File: config.mk
export PLATFORM = sky130hd
export DESIGN_NAME = adc_capture_ctrl
export DESIGN_NICKNAME = d
export VERILOG_FILES = /design/src/rtl/adc_capture_ctrl.sv
export SDC_FILE = /design/constraint.sdc
export NUM_CORES = 1
export LEC_CHECK = 0
export ABC_AREA = 0
export CORE_ASPECT_RATIO = 0.75
export CORE_UTILIZATION = 35
export DETAILED_ROUTE_END_ITERATION = 6
export MAX_ROUTING_LAYER = met4
export RECOVER_POWER = 50
export REMOVE_ABC_BUFFERS = 1
export SETUP_SLACK_MARGIN = 0.05
export SLEW_MARGIN = 20
export SYNTH_ARGS = -nofsm -noshare
export SYNTH_HDL_FRONTEND = slang
export SYNTH_SLANG_ARGS = --single-unit
File: constraint.sdc
create_clock -name clk -period 2.7 [get_ports clk]
set_input_delay 0.27 -clock clk [delete_from_list [all_inputs] [get_ports clk]]
set_output_delay 0.27 -clock clk [all_outputs]
set_load 0.01 [all_outputs]
File: src/rtl/adc_capture_ctrl.sv
// ADC capture controller: arms on start, writes CAPTURE_LEN triggered samples into a single-port
// buffer, then reads them back in order and streams them downstream over valid/ready.
module adc_capture_ctrl #(
  parameter int unsigned   AW          = 13,
  parameter int unsigned   DW          = 10,
  parameter int unsigned   CAPTURE_LEN = 8192,
  parameter bit            TRIG_EN     = 1'b1,
  parameter logic [DW-1:0] TRIG_LEVEL  = DW'(600)
) (
  input  logic          clk,
  input  logic          reset,
  input  logic          start,
  input  logic          abort,
  input  logic [DW-1:0] adc_data,
  input  logic          adc_valid,
  output logic          ram_ce,
  output logic          ram_oce,
  output logic          ram_wre,
  output logic [AW-1:0] ram_ad,
  output logic [DW-1:0] ram_din,
  input  logic [DW-1:0] ram_dout,
  output logic [DW-1:0] out_data,
  output logic          out_valid,
  input  logic          out_ready,
  output logic          busy,
  output logic          done
);

  localparam logic [AW-1:0] LastAddr = AW'(CAPTURE_LEN - 1);

  typedef enum logic [1:0] {StIdle, StArm, StCapture, StDrain} state_e;

  state_e state_q, state_d;

  logic [AW-1:0] wptr_q;
  logic [AW-1:0] rptr_q;
  logic          rd_all_q;
  logic [AW-1:0] acc_cnt_q;
  logic          inflight_q;
  logic [DW-1:0] fifo_q [2];
  logic          fifo_wr_q;
  logic          fifo_rd_q;
  logic [1:0]    fifo_cnt_q;
  logic [AW-1:0] ad_q;
  logic [DW-1:0] din_q;
  logic          done_q;

  logic          trigger;
  logic          wr_en;
  logic [AW-1:0] wr_addr;
  logic          rd_en;
  logic          accept;
  logic [1:0]    occ;
  logic          last_write;
  logic          last_accept;

  // Buffer access decode; occupancy counts this cycle's pop so the drain sustains 1 beat/cycle.
  always_comb begin
    trigger     = adc_valid & (!TRIG_EN | (adc_data >= TRIG_LEVEL));
    wr_addr     = (state_q == StArm) ? '0 : wptr_q;
    wr_en       = !abort & (((state_q == StArm) & trigger) |
                            ((state_q == StCapture) & adc_valid));
    accept      = (fifo_cnt_q != 2'd0) & out_ready;
    occ         = fifo_cnt_q + {1'b0, inflight_q} - {1'b0, accept};
    rd_en       = !abort & (state_q == StDrain) & !rd_all_q & (occ < 2'd2);
    last_write  = wr_en & (wr_addr == LastAddr);
    last_accept = accept & (acc_cnt_q == LastAddr);
  end

  always_ff @(posedge clk or posedge reset) begin
    if (reset) begin
      state_q <= StIdle;
    end else begin
      state_q <= state_d;
    end
  end

  always_comb begin
    state_d = state_q;
    if (abort) begin
      state_d = StIdle;
    end else begin
      unique case (state_q)
        StIdle:    if (start) state_d = StArm;
        StArm:     if (wr_en) state_d = last_write ? StDrain : StCapture;
        StCapture: if (last_write) state_d = StDrain;
        StDrain:   if (last_accept) state_d = StIdle;
        default:   state_d = StIdle;
      endcase
    end
  end

  always_comb begin
    ram_ce    = wr_en | rd_en;
    ram_oce   = wr_en | rd_en;
    ram_wre   = wr_en;
    ram_ad    = wr_en ? wr_addr : (rd_en ? rptr_q : ad_q);
    ram_din   = wr_en ? adc_data : din_q;
    out_valid = (fifo_cnt_q != 2'd0);
    out_data  = out_valid ? fifo_q[fifo_rd_q] : '0;
    busy      = (state_q != StIdle);
    done      = done_q;
  end

  always_ff @(posedge clk or posedge reset) begin
    if (reset) begin
      wptr_q     <= '0;
      rptr_q     <= '0;
      rd_all_q   <= 1'b0;
      acc_cnt_q  <= '0;
      inflight_q <= 1'b0;
      fifo_q[0]  <= '0;
      fifo_q[1]  <= '0;
      fifo_wr_q  <= 1'b0;
      fifo_rd_q  <= 1'b0;
      fifo_cnt_q <= 2'd0;
      ad_q       <= '0;
      din_q      <= '0;
      done_q     <= 1'b0;
    end else begin
      done_q <= !abort & (state_q == StDrain) & last_accept;
      if (ram_ce) ad_q <= ram_ad;
      if (wr_en) din_q <= adc_data;

      if ((state_q == StIdle) & start & !abort) begin
        wptr_q    <= '0;
        rptr_q    <= '0;
        rd_all_q  <= 1'b0;
        acc_cnt_q <= '0;
      end
      // Pointers saturate at the last address rather than wrapping.
      if (wr_en & !last_write) wptr_q <= wr_addr + 1'b1;
      if (rd_en) begin
        if (rptr_q == LastAddr) rd_all_q <= 1'b1;
        else                    rptr_q   <= rptr_q + 1'b1;
      end
      if (accept & !last_accept) acc_cnt_q <= acc_cnt_q + 1'b1;

      if (abort) begin
        inflight_q <= 1'b0;
        fifo_wr_q  <= 1'b0;
        fifo_rd_q  <= 1'b0;
        fifo_cnt_q <= 2'd0;
      end else begin
        inflight_q <= rd_en;
        if (inflight_q) begin
          fifo_q[fifo_wr_q] <= ram_dout;
          fifo_wr_q         <= ~fifo_wr_q;
        end
        if (accept) fifo_rd_q <= ~fifo_rd_q;
        fifo_cnt_q <= fifo_cnt_q + {1'b0, inflight_q} - {1'b0, accept};
      end
    end
  end

endmodule

==> flow_summary.ini, run 1 <==
[run_status]
status = complete, but fails checks
violations = negative setup slack

[worst_setup_path]
crit_fanout = 5
worstSetupEndpointType = output pin
cp.arrival_ns = 2.72
startpoint_type = flip-flop
required_ns = 2.43
worst-setup-path-type = reg -> out

[logic_synthesis]
syn-cell-area_sq_mm = 0.00483
syn_avg_cell_area_sq_um = 9.39
synth-simple-area-share = 0.207
synth_cell_type_count = 55
synth_xor_xnor_area_share = 0.0194
ys_seq_area_frac = 0.471
synthAdderAreaFrac = 0.0259
synth_top_cell_area_share = 0.471
muxShareOfSynthArea = 0.0826
syn_inst = 515
synth.most_common_cell = dfrtp_1
synth_compound_area_frac = 0.154
async_flop_share = 1.00
synth_top_family_by_area = simple AND/OR/NAND/NOR gates
synth_commonest_cells = dfrtp_1, nand2_1, nor2_1
yosysWarnings = 0
synth_top_area_cell = dfrtp_1
synth_edf_count = 0
ys.flop_type = dfrtp_1
synthTopCellsByArea = dfrtp_1, nand2_1, mux2_2, a31oi_1, mux2i_1
ys_ff_latch = 91

[global_route]
grt_overflow = 0
antenna_found_initial = 0
grt_pass1_vias = 4082
grt_pass1_wl_um = 20700
grt_use_total = 0.191
grt_max_degree = 92

[routing]
drtAntennaViolNets = 0
drc_errors = 0
viasPerCell = 5.36
drt_wl_total_um = 12800
vias = 4269
dr.pass1.iters = 5
post_drt_wl_per_cell_um = 16.1
drt_iter0_markers = 298

[sta]
slew_headroom = 0.177
grt_setup_unrepaired = yes
skew_ns = 0.00395
setup_violations = 25
hold_viol = 0
fmax_mhz = 334
final_max_slew_viol_count = 0
worstMarginPinSlew_ns = 1.23
fin_crit_sh = 1.11
period_needed_ns = 2.99
setup_ws_ns = -0.293

[clock_network]
clock_latency_ns = 0.35
cts_sinks = 91
cts_buffers = 9
cts_buffer_depth = 2
htreeDepth = 3
clk_pin_slew_worst_paths_ns = 0.07
cts_tree = built
cts-root-buf = clkbuf_16

[floorplan]
die_x_um = 138
core_sq_mm = 0.0132
die-height_um = 104
start_util = 0.365
rows = 36
die-area_sq_mm = 0.0143
io_pins = 65

[power]
p_total_mw = 5.25
p_sw_mw = 1.78
p_leak_nw = 3.02
ir_drop_mv = 0.424
power_density_mw_per_mm2 = 783
combPwrFrac = 0.387
pwr-share-seq = 0.347
pwr-share-clk = 0.266
switching_share = 0.338
intPower_mw = 3.47

[worst_hold_path]
hp-class = reg -> reg

[cells_and_area]
area_delta_synth_final_pct = 38.7
final_cell_area_sq_mm = 0.00670
antennaDiodeCount = 0
drive_gt1_frac = 0.282
final_nets = 656
fill_cells = 1226
fin_cells = 796

[placed_design]
place_inst = 754
place_area_sq_mm = 0.00584
buffer_ports.inserted = 64
dp_hpwl_um = 8150
gp_congestion = 0.801

[job]
max_cap_violations = 0
[path summary, 6_finish.rpt]
| kind | startpoint | to | slack (ns) | cells after the start |
|---|---|---|---|---|
| worst max register to register | fifo_cnt_q[0] | rptr_q[3] | -0.22 | 15 |
| max in group asynchronous | reset | din_q[7] | 1.11 | 3 |
| worst min-delay path | din_q[9] | din_q[9] | 0.47 | 2 |
| worst min register to register | din_q[9] | din_q[9] | 0.47 | 2 |
| worst max-delay path | fifo_cnt_q[0] | ram_ad[5] | -0.29 | 12 |
| min in group asynchronous | reset | din_q[1] | 0.83 | 3 |
[per-stage QoR]
stage	utilization	setup TNS, ns	worst slack [ns]	hold slack [ns]
2_1_floorplan	-	-3.94	-0.291	0.336
3_3_place_gp	0.441	-10.03	-0.639	0.456
3_5_place_dp	0.441	-10.84	-0.678	0.462
4_1_cts	0.485	-6.95	-0.425	0.384
5_1_grt	0.506	-6.95	-0.377	0.495
6_report	0.506	-4.70	-0.293	0.469
[area by class of cell]
class	count	area, sq um	share of cell area
Sequential cell	91	2280	0.340
Tap cell	171	214	0.0319
Clock buffer	9	225	0.0336
Multi-Input combinational cell	378	2660	0.396
Clock inverter	7	100	0.0149
Inverter	19	85.1	0.0127
Timing Repair Buffer	121	1150	0.171
[registers in the layout, summed over array words and instances (netlist names)]
| signal | cells |
|---|---|
| wptr_q | 13 |
| state_q | 2 |
| fifo_cnt_q | 2 |
| fifo_wr_q | 1 |
| inflight_q | 1 |
| din_q | 10 |
| fifo_rd_q | 1 |
| done | 1 |
| ad_q | 13 |
| rptr_q | 13 |
| acc_cnt_q | 13 |
| fifo_q | 20 |
| rd_all_q | 1 |
[logic make-up (layout without fill, tap and decap cells)]
logic type / Yosys count / in the layout
and+or+nand+nor: 205 / 205
AOI/OAI and AO/OA: 117 / 117
DFF: 91 / 91
buffers and inverters: 46 / 156
muxes: 37 / 37
adders and majority gates: 10 / 10
xor gates and xnor gates: 9 / 9
[repair_timing]
action | CTS | global route
hold buffers | 0 | 0
setup endpoints to repair | 33 | 39
hold endpoints to repair | 0 | 0
pin swaps | 18 | 26
setup buffers | 16 | 9
resized for setup | 118 | 66
gates cloned | 3 | 0
[power by group through the flow]
stage / logic, mW / clock network (mW) / registers [mW]
2_1_floorplan: 1.01 / 0 / 1.78
3_3_place_gp: 1.85 / 0 / 1.81
3_5_place_dp: 1.88 / 0 / 1.82
4_1_cts: 1.86 / 1.42 / 1.81
5_1_grt: 2.22 / 1.48 / 1.85
6_report: 2.03 / 1.40 / 1.82
[critical path: stages (launching register included)]
cell and delay, ns:
dfrtp_1 0.40, o21ai_2 0.18, inv_2 0.07, ha_4 0.27
inv_2 0.04, ha_4 0.14, xor3_1 0.20, or3_4 0.45
clkinv_8 0.10, buf_4 0.12, nand2_2 0.05, a31oi_1 0.19
buf_2 0.17
[placed cells by master, fill, tap and decap left out, types with 17 or more instances in the layout]
| master | count |
|---|---|
| nor2_1 | 34 |
| nand3_1 | 17 |
| dfrtp_1 | 91 |
| a31oi_1 | 28 |
| buf_4 | 38 |
| mux2_2 | 23 |
| nand2_1 | 58 |
| a21oi_1 | 18 |
| o21ai_0 | 21 |
| clkdlybuf4s50_1 | 37 |
[metal layers]
layer	up-vias	global-route usage	wire, um
li1	2064	-	-
met1	2104	0.260	5920
met2	87	0.289	6110
met3	14	0.0367	605
met4	0	0.0497	151
met5	-	-	0
(Power assumes the default switching activity.)
==> run 2, diff against run 1 <==
- ABC_CLOCK_PERIOD_IN_PS: not set -> 2700
- CORE_MARGIN: not set -> 5
==> run 2 against run 1 <==
Compared with the run above:
- the run still ends with negative setup slack left
- clock-buffer cell count stayed put
- clock skew is 0.0065 ns higher
- via count is 0.98% higher
- final cell count is 1.1% higher
- total power is 1.1% higher
- critical endpoint is now ram_ad[7]
==> flow_summary.ini, run 2 (synthesis results as in run 1) <==
[floorplan]
core_sq_mm = 0.0136
die-height_um = 112
start_util = 0.355
die_x_um = 146
io_pins = 65
die-area_sq_mm = 0.0163
rows = 37

[clock_network]
clk_pin_slew_worst_paths_ns = 0.07
clock_latency_ns = 0.35
htreeDepth = 3
cts-root-buf = clkbuf_16
cts_sinks = 91
cts_buffers = 9
cts_tree = built
hold_buffers = 0
cts_buffer_depth = 2

[sta]
fin_crit_sh = 1.09
setup_ws_ns = -0.237
slew_headroom = 0.162
hold_viol = 0
fmax_mhz = 341
setup_tns_ns = -2.86
skew_ns = 0.0105
period_needed_ns = 2.94
final_max_slew_viol_count = 0
grt_setup_unrepaired = yes
setup_violations = 15
worstMarginPinSlew_ns = 1.26

[worst_setup_path]
slowest_stage = dfrtp_1
crit_fanout = 8
required_ns = 2.43
cp_top_family = compound AO/OA/AOI/OAI gates
worstSetupEndpointType = output pin
critPathBufInv = 5
cp.arrival_ns = 2.67
rrSetupSlack_ns = 0.05
startpoint_type = flip-flop
worst-setup-path-type = reg -> out
cp_cell_sequence = o21ai_2, inv_2, ha_4, inv_2, ha_4, xor3_1, or3_4, clkinv_8, buf_4, nand2_2, a21oi_2, a31o_2, buf_6
max_stage_delay_ns = 0.40
r2r_start = fifo_cnt_q[0]
crit_start = fifo_cnt_q[0]

[job]
max_cap_violations = 0

[placed_design]
gp_congestion = 0.872
buffer_ports.inserted = 64
place_inst = 760
dp_hpwl_um = 8480
place_area_sq_mm = 0.00585

[power]
pwr-share-clk = 0.276
intPower_mw = 3.55
switching_share = 0.331
combPwrFrac = 0.380
pwr-share-seq = 0.343
power_density_mw_per_mm2 = 800
p_leak_nw = 2.97
p_sw_mw = 1.76
ir_drop_mv = 0.424

[routing]
dr.pass1.iters = 5
drt_iter0_markers = 251
drt_wl_total_um = 12800
post_drt_wl_per_cell_um = 15.9
drc_errors = 0
vias = 4311
drtAntennaViolNets = 0
viasPerCell = 5.36

[global_route]
antenna_found_initial = 0
grt_use_total = 0.161
grt_overflow = 0
grt_pass1_wl_um = 21300
grt_max_degree = 92
grt_pass1_vias = 4336

[cells_and_area]
antennaDiodeCount = 0
final_cell_area_sq_mm = 0.00663
layout_common_cells = dfrtp_1, nand2_1, buf_4, clkdlybuf4s50_1, nor2_1
fin_cells = 805
mostFrequentLayoutCell = dfrtp_1
largest_reg_flops = 20
area_delta_synth_final_pct = 37.1
final_nets = 661
top_register = fifo_q
drive_gt1_frac = 0.275

[worst_hold_path]
hp-start = din_q[9]
hp-class = reg -> reg

[run_status]
violations = negative setup slack
status = complete, but fails checks
run 2: cell types whose count changed in the layout (fill, tap and decap cells not counted), moves of 4 or more:
cell / delta
nand2_4: -6
nand2_1: +4
o21ai_1: -4
o21ai_0: +5
buf_4: +12
buf_6: -5
run 2: power groups by stage:
stage	Clock, mW	Combinational, mW	Sequential [mW]
6_report	1.47	2.02	1.82
5_1_grt	1.56	2.23	1.85
3_5_place_dp	0	1.90	1.82
3_3_place_gp	0	1.85	1.81
4_1_cts	1.50	1.83	1.80
2_1_floorplan	0	1.01	1.78
run 2: path summary, 6_finish.rpt:
check                        endpoint  depth (start not counted)
max                         ram_ad[7]                         13
min                          din_q[9]                          2
max reg2reg                 rptr_q[3]                         13
min reg2reg                  din_q[9]                          2
max in group asynchronous  state_q[0]                          3
min in group asynchronous    din_q[9]                          3
run 2: per-layer routing:
| metal | vias to the layer above | wire length (um) | GRT usage | share of wire |
|---|---|---|---|---|
| li1 | 2075 | - | - | - |
| met1 | 2129 | 6010 | 0.214 | 0.47 |
| met2 | 97 | 6120 | 0.247 | 0.48 |
| met3 | 10 | 579 | 0.0456 | 0.045 |
| met4 | 0 | 102 | 0.0360 | 0.0080 |
| met5 | - | 0 | - | 0 |
run 2: what timing repair did:
item,in CTS,in global routing
resized for setup,93,68
setup endpoints to repair,34,38
pin swaps,4,12
buffers inserted,16,14
cloned,1,1
run 2: stage by stage:
step | hold WS (ns) | utilization | total power, mW | setup WS, ns
6_report | 0.476 | 0.487 | 5.31 | -0.237
5_1_grt | 0.503 | 0.487 | 5.65 | -0.364
3_5_place_dp | 0.461 | 0.430 | 3.72 | -0.710
3_3_place_gp | 0.457 | 0.430 | 3.66 | -0.675
2_1_floorplan | 0.336 | - | 2.79 | -0.291
4_1_cts | 0.387 | 0.467 | 5.14 | -0.312
run 2: area by class of cell:
| cell class | count | area (sq um) |
|---|---|---|
| sequential | 91 | 2280 |
| multi-input combinational | 378 | 2580 |
| inverter | 19 | 85.1 |
| clock buffer | 9 | 225 |
| timing repair buffer | 126 | 1110 |
| fill | 1257 | 6980 |
| clock inverter | 7 | 124 |
| tap | 175 | 219 |
run 2: tightest hold or removal path: cells and delay by family, from the launching register on:
| kind | cells | cell delay [ns] |
|---|---|---|
| simple gates | 2 | 0.12 |
| flops | 1 | 0.32 |
